`config.mk`:
```
export PLATFORM = sky130hd
export DESIGN_NAME = mmio_result_port
export DESIGN_NICKNAME = d
export VERILOG_FILES = /design/src/rtl/mmio_result_port.sv
export SDC_FILE = /design/constraint.sdc
export NUM_CORES = 1
export LEC_CHECK = 0
export CAP_MARGIN = 40
export CELL_PAD_IN_SITES_DETAIL_PLACEMENT = 1
export CELL_PAD_IN_SITES_GLOBAL_PLACEMENT = 2
export CORE_ASPECT_RATIO = 0.8
export CORE_MARGIN = 4
export CORE_UTILIZATION = 28
export CTS_CLUSTER_DIAMETER = 30
export DETAILED_ROUTE_END_ITERATION = 12
export PLACE_DENSITY = 0.85
export SLEW_MARGIN = 0
export SYNTH_ARGS = -nofsm -noshare
export SYNTH_HDL_FRONTEND = slang
export SYNTH_SLANG_ARGS = --single-unit
```
`constraint.sdc`:
```
create_clock -name clk -period 8.35 [get_ports clk]
set_clock_uncertainty 0.05 [all_clocks]
set_input_delay 1.2525 -clock clk [delete_from_list [all_inputs] [get_ports clk]]
set_output_delay 1.2525 -clock clk [all_outputs]
set_load 0.02 [all_outputs]
```
`src/rtl/mmio_result_port.sv`:
```
// ============================================================================
// Module      : mmio_result_port
// Description : Store-bus result checker with a sticky PASS/FAIL/TIMEOUT
//               verdict and a readable status word.
//               Define MMIO_RESULT_DISPLAY_EN for a one-shot simulation message.
// Revision    : 1.0 - initial release
// ============================================================================
`default_nettype none

module mmio_result_port #(
    parameter logic [31:0] RESULT_ADDR    = 32'd100,
    parameter logic [31:0] EXPECTED       = 32'd25,
    parameter logic [31:0] SCRATCH_ADDR   = 32'd96,
    parameter logic [31:0] STATUS_ADDR    = 32'd104,
    parameter int unsigned TIMEOUT_CYCLES = 24
) (
    input  logic        clk,
    input  logic        reset,
    input  logic        MemWrite,
    input  logic [31:0] DataAdr,
    input  logic [31:0] WriteData,
    output logic [31:0] ReadData,
    output logic [1:0]  state,
    output logic        done,
    output logic        pass,
    output logic [15:0] store_count,
    output logic [31:0] fail_addr,
    output logic [31:0] fail_data
);

    localparam int CW = (TIMEOUT_CYCLES > 1) ? $clog2(TIMEOUT_CYCLES + 1) : 1;
    localparam logic [CW-1:0] c_tmo_last = CW'(TIMEOUT_CYCLES - 1);
    localparam logic [15:0]   c_cnt_max  = 16'hFFFF;

    typedef enum logic [1:0] {
        ST_RUN     = 2'b00,
        ST_PASS    = 2'b01,
        ST_FAIL    = 2'b10,
        ST_TIMEOUT = 2'b11
    } state_t;

    state_t        r_state;
    logic          r_done;
    logic          r_pass;
    logic [15:0]   r_store_count;
    logic [31:0]   r_fail_addr;
    logic [31:0]   r_fail_data;
    logic [CW-1:0] r_cycles;

    logic w_hit_pass;
    logic w_hit_fail;

    // Unknown address/data bits fall through to the failing branches.
    always_comb begin
        w_hit_pass = 1'b0;
        w_hit_fail = 1'b0;
        if (MemWrite) begin
            if (DataAdr == RESULT_ADDR) begin
                if (WriteData == EXPECTED) begin
                    w_hit_pass = 1'b1;
                end else begin
                    w_hit_fail = 1'b1;
                end
            end else if (DataAdr == SCRATCH_ADDR) begin
                w_hit_pass = 1'b0;
            end else begin
                w_hit_fail = 1'b1;
            end
        end
    end

    always_ff @(posedge clk or posedge reset) begin
        if (reset) begin
            r_state       <= ST_RUN;
            r_done        <= 1'b0;
            r_pass        <= 1'b0;
            r_store_count <= 16'd0;
            r_fail_addr   <= 32'd0;
            r_fail_data   <= 32'd0;
            r_cycles      <= '0;
        end else if (r_state == ST_RUN) begin
            r_cycles <= r_cycles + CW'(1);
            if (MemWrite && (r_store_count != c_cnt_max)) begin
                r_store_count <= r_store_count + 16'd1;
            end
            // A deciding store outranks the timeout on the same edge.
            if (w_hit_pass) begin
                r_state <= ST_PASS;
                r_done  <= 1'b1;
                r_pass  <= 1'b1;
`ifdef MMIO_RESULT_DISPLAY_EN
                $display("The verification was successfully completed");
`endif
            end else if (w_hit_fail) begin
                r_state     <= ST_FAIL;
                r_done      <= 1'b1;
                r_fail_addr <= DataAdr;
                r_fail_data <= WriteData;
`ifdef MMIO_RESULT_DISPLAY_EN
                $display("An error has been detected: addr=%h data=%h", DataAdr, WriteData);
`endif
            end else if (r_cycles == c_tmo_last) begin
                r_state <= ST_TIMEOUT;
                r_done  <= 1'b1;
`ifdef MMIO_RESULT_DISPLAY_EN
                $display("Timeout");
`endif
            end
        end
    end

    assign state       = r_state;
    assign done        = r_done;
    assign pass        = r_pass;
    assign store_count = r_store_count;
    assign fail_addr   = r_fail_addr;
    assign fail_data   = r_fail_data;
    assign ReadData    = (DataAdr == STATUS_ADDR) ? {r_store_count, 14'b0, r_state} : 32'd0;

endmodule

`default_nettype wire

```
* Word-level counts from Yosys, hierarchy flattened
Index checks and enable logic that the tools add are counted.
** Word-level totals
- Bits in latches :: 0
- Memory bits (read-only) :: 0
- Register bits :: 89
- Word-level logic and storage cells :: 37
- RAM bits :: 0
- Memories :: 0
- Output and inout bits :: 116
** Operators by class
- Muxes and demuxes :: 14
- Equality and inequality tests :: 6
- Divide/modulo/power cells :: 0
- Shifts and indexed selects :: 0
- Magnitude comparators :: 0
- $add $sub $neg :: 2
- Bitwise logic cells :: 1
- $mul :: 0
- Reduce and logical (&&, ||, !) cells :: 7
** Operators by type and width (count)
- equality test 32 x 7 -> 1 bit, second input constant :: 3
- equality test 32 x 5 -> 1 bit, second input constant :: 1
- two-way mux 32 bit :: 1
- adder 16 x 1 -> 16 bit, second input constant :: 1
- inequality test 16 bit, second input constant :: 1
- two-way mux 1 bit :: 10
- two-way mux 2 bit :: 3
- AND reduction 2 bit :: 3
- adder 5 x 1 -> 5 bit, second input constant :: 1
- equality test 5 bit, second input constant :: 1
- AND reduction 3 bit :: 1
- nonzero test 3 bit :: 1
- zero test 2 bit :: 1
- logical AND 1 bit :: 1
- NOT 1 bit :: 1

* Depth between registers and ports, before layout
- Word-level depth :: 6
- Gate-level depth with buffers :: 7
- Mapped depth without buffers :: 6

* Worst setup path before layout
OpenSTA, ideal clock, no wires.
- Path kind :: in2out
- From :: input port DataAdr[26]
- To :: output port ReadData[16]
- Cell stages on the path :: 7
- Data arrival time :: 2.738 ns
- Path slack :: 4.309 ns
- Path buffers :: 2
- Path through :: nor4_1 nand4_1 nor2_2 and3b_2 buf_2 clkbuf_1 and2_1
** On the way
- Longest elaborated chain between the ends :: 2
** RTL lines
- start: declaration :: line 20 : input logic [31:0] DataAdr,
- equality test 32 x 7 -> 1 bit :: line 118 : assign ReadData = (DataAdr == STATUS_ADDR) ? {r_store_count, 14'b0, r_state} : 32'd0;
- two-way mux 32 bit :: line 118
- end: declaration :: line 22 : output logic [31:0] ReadData,
No other way between the ends.

* Worst setup path after layout
- From :: input port DataAdr[13]
- To :: output port ReadData[1]
Same word-level chain as after synthesis.

==> impl_metrics.csv <==
group,metric,value,unit
run_status,status,"finished, final reports clean",
logic_synthesis,synth.distinct_cells,40,
power,vdd_drop_max,94.1,uV
hold_path,hold_path_class,"reg2reg",
finish,multiInputGateArea,1620,sq um
logic_synthesis,avgSynthCellArea,12.9,sq um
power,seqPwrFrac,42.2,%
die,start_util,29.0,%
logic_synthesis,yosysWarnings,0,
worst_setup_path,crit_family,"simple AND/OR/NAND/NOR gates",
logic_synthesis,synth-edff-count,0,
timing,layout_setup_ws,3.02,ns
power,pwr-share-clk,32.2,%
power,power.switching,0.000364,W
die,rows,38,
worst_setup_path,critPathArrivalTime,4.03,ns
placement,io_buffer_count,168,
timing,min_period,5.33,ns
placement,gp_congestion,0.802,
worst_setup_path,cp-start-kind,"input port",
logic_synthesis,ys_ff_latch,89,
route,ant_nets,0,
clock_tree,cts.sink_count,89,
die,die_h,115,um
global_route,grt_max_degree,63,
logic_synthesis,ys.flop_type,"dfrtp_1",
global_route,grt_pass1_vias,3251,
clock_tree,cts_setup_buffers,0,
placement,dp_hpwl,9010,um
logic_synthesis,ys_seq_area_share,55.9,%
finish,fill_cells,1441,
timing,drv_slew,0,
worst_setup_path,max_stage_delay,0.61,ns
worst_setup_path,path_buf_inv,2,
clock_tree,hold_buffers,0,
power,leakage,2.54,nW
global_route,grt_pass1_wl,18100,um
timing,fmax,188,MHz
timing,min_period_over_period,63.8,%
finish,seq_area,2230,sq um
finish,n_antenna_cell,0,
logic_synthesis,synth_largest_area_cell,"dfrtp_1",
finish,area_growth,53.3,%
clock_tree,htree_levels,3,
placement,place_area,5810,sq um
route,first_pass_iters,4,
route,vias_per_cell,4.59,
worst_setup_path,cp.required,7.05,ns
timing,setup_viol,0,
die,core_area,13700,sq um
power,powerDensity,208,nW/um^2
run,drv_cap,0,
die,io_pins,183,
logic_synthesis,syn_inst,308,
finish,layout-drive-gt1-share,19.2,%
clock_tree,post_cts_resize_count,0,
finish,stdcell_area,6110,sq um
route,routed-via-count,3054,
power,comb_power_share,25.6,%
timing,worst_pin_slew,0.851,ns
route,drc,0,
die,die_w,141,um
clock_tree,clock_latency,0.34,ns
global_route,overflow,0,
global_route,use_met1,17.9,%
global_route,use_met2,23.1,%
global_route,grtUsageTotal,14.0,%
timing,finalSetupTns,0,ns
power,sw_frac_of_total,28.7,%
timing,hold_viol,0,
worst_setup_path,critical_path_class,"in2out",
power,p_int,0.000905,W
global_route,antenna_found_initial,0,
clock_tree,numCtsBuffers,9,
logic_synthesis,async_flop_share,100,%
logic_synthesis,netlist_area,3990,sq um
worst_setup_path,worstPathCellList,"clkdlybuf4s50_1 > nor4_1 > nand4_1 > nor2_2 > and3b_2 > and2_1 > clkdlybuf4s50_1",
worst_setup_path,slowest_stage,"clkdlybuf4s50_1",
clock_tree,cts_buffer_depth,2,
clock_tree,clk_pin_slew,0.07,ns
route,drt_iter0_drc,109,
timing,max_slew_margin,42.8,%
route,wl,11500,um
die,dieArea,16200,sq um
logic_synthesis,netlist.area_leader.share,55.9,%
global_route,use_met3,5.09,%
placement,dp_slack,2.91,ns
worst_setup_path,critPathMaxFanout,17,
worst_setup_path,cp-end-kind,"output pin",
worst_setup_path,cpMostUsedCell,"clkdlybuf4s50_1",
power,power,0.00127,W
timing,rsz0062_at_grt,"no",
logic_synthesis,yosys-top-cells-area,"dfrtp_1, mux2_2, and2_1",
finish,finalNetCount,549,
clock_tree,cts_tree,"yes",
global_route,busiest_layer,"met2",
route,routedWlPerCell,17.2,um
clock_tree,cts-root-buf,"clkbuf_16",
[state kept, by name, summed over array words and instances (netlist names)]
signal / count
fail_data: 32
pass: 1
r_cycles: 5
done: 1
store_count: 16
state: 2
fail_addr: 32
[cell type report]
cell class	instances	share of cell area, %
clock inverters	7	1.27
repair buffers	171	28.2
clock buffers	9	3.69
inverters	3	0.205
multi-input cells	206	26.5
well taps	180	3.69
flip-flops and latches	89	36.4
[per-stage QoR]
| step | cells | util (%) | hold WS, ns |
|---|---|---|---|
| after CTS | 665 | 44.5 | 0.419 |
| after global routing | 665 | 44.5 | 0.440 |
| after global placement | 648 | 42.1 | 0.396 |
| final | 665 | 44.5 | 0.410 |
| after floorplan | 321 | - | 0.396 |
| after detailed placement | 649 | 42.3 | 0.397 |
[placed cells by master (no fill, tap or decap), types with 2 or more instances in the layout]
cell type and n:
nand3_1 9, clkinv_4 2, mux2_2 64, buf_4 2, nor4b_1 2, dfrtp_1 89, nor3_1 3, ha_1 2
clkdlybuf4s50_1 168, o21ai_0 2, nor2_1 9, xnor2_1 9, a31oi_1 2, inv_1 2, a31o_2 2, clkinv_2 2
nand2_1 11, a21o_1 2, nor4_1 14, nand4_1 8, and2_1 20, clkbuf_16 9, o31ai_1 2, nor4bb_1 2
inv_6 2, conb_1 14, a21oi_1 7, xor2_1 8
[worst reg2reg max path, cell delays in order (launching register included)]
cell	delay [ns]
dfrtp_1	0.48
nor2_1	0.46
nand2_1	0.27
a21oi_4	0.17
buf_4	0.64
mux2_2	0.46
[kinds of logic (layout without fill, tap and decap cells)]
family | Yosys count | in the layout | share of synthesized area, %
buffers and inverters | 26 | 190 | 4.93
muxes | 64 | 64 | 18.1
xor gates and xnor gates | 17 | 17 | 3.74
DFF | 89 | 89 | 55.9
other | 1 | 14 | 0.0941
adders and majority gates | 2 | 2 | 0.628
and+or+nand+nor | 87 | 87 | 12.7
AOI/OAI and AO/OA | 22 | 22 | 3.92
[final timing paths]
path	from	to	slack, ns	cells past startpoint
min	done	done	0.41	1
min reg2reg	done	done	0.41	1
max	DataAdr[13]	ReadData[1]	3.02	7
max in group asynchronous	reset	fail_addr[21]	6.28	4
min in group asynchronous	reset	fail_data[24]	1.33	3
max reg2reg	state[1]	fail_addr[21]	5.71	5
[cell usage after synthesis (3+ instances only)]
master,number
nand4_1,8
nor4_1,14
a21oi_1,7
buf_6,6
xor2_1,8
nor3_1,3
inv_1,3
nor2_1,9
buf_4,14
nand2_1,11
dfrtp_1,89
xnor2_1,9
mux2_2,64
and2_1,20
nand3_1,9
[layer usage]
metal | vias up | routed length [um] | part of all wire [%]
li1 | 1432 | - | -
met1 | 1509 | 4930 | 43
met2 | 103 | 5530 | 48
met3 | 10 | 902 | 7.9
met4 | 0 | 95 | 0.83
met5 | - | 0 | 0
[power by group through the flow]
stage | Clock, W | Sequential [W] | Combinational, W
6_report | 0.000409 | 0.000536 | 0.000325
5_1_grt | 0.000446 | 0.000545 | 0.000346
4_1_cts | 0.000427 | 0.000538 | 0.000331
3_5_place_dp | 0 | 0.000545 | 0.000329
3_3_place_gp | 0 | 0.000541 | 0.000322
2_1_floorplan | 0 | 0.000612 | 0.0000792
Note: power is estimated with default switching activity, not from simulation.
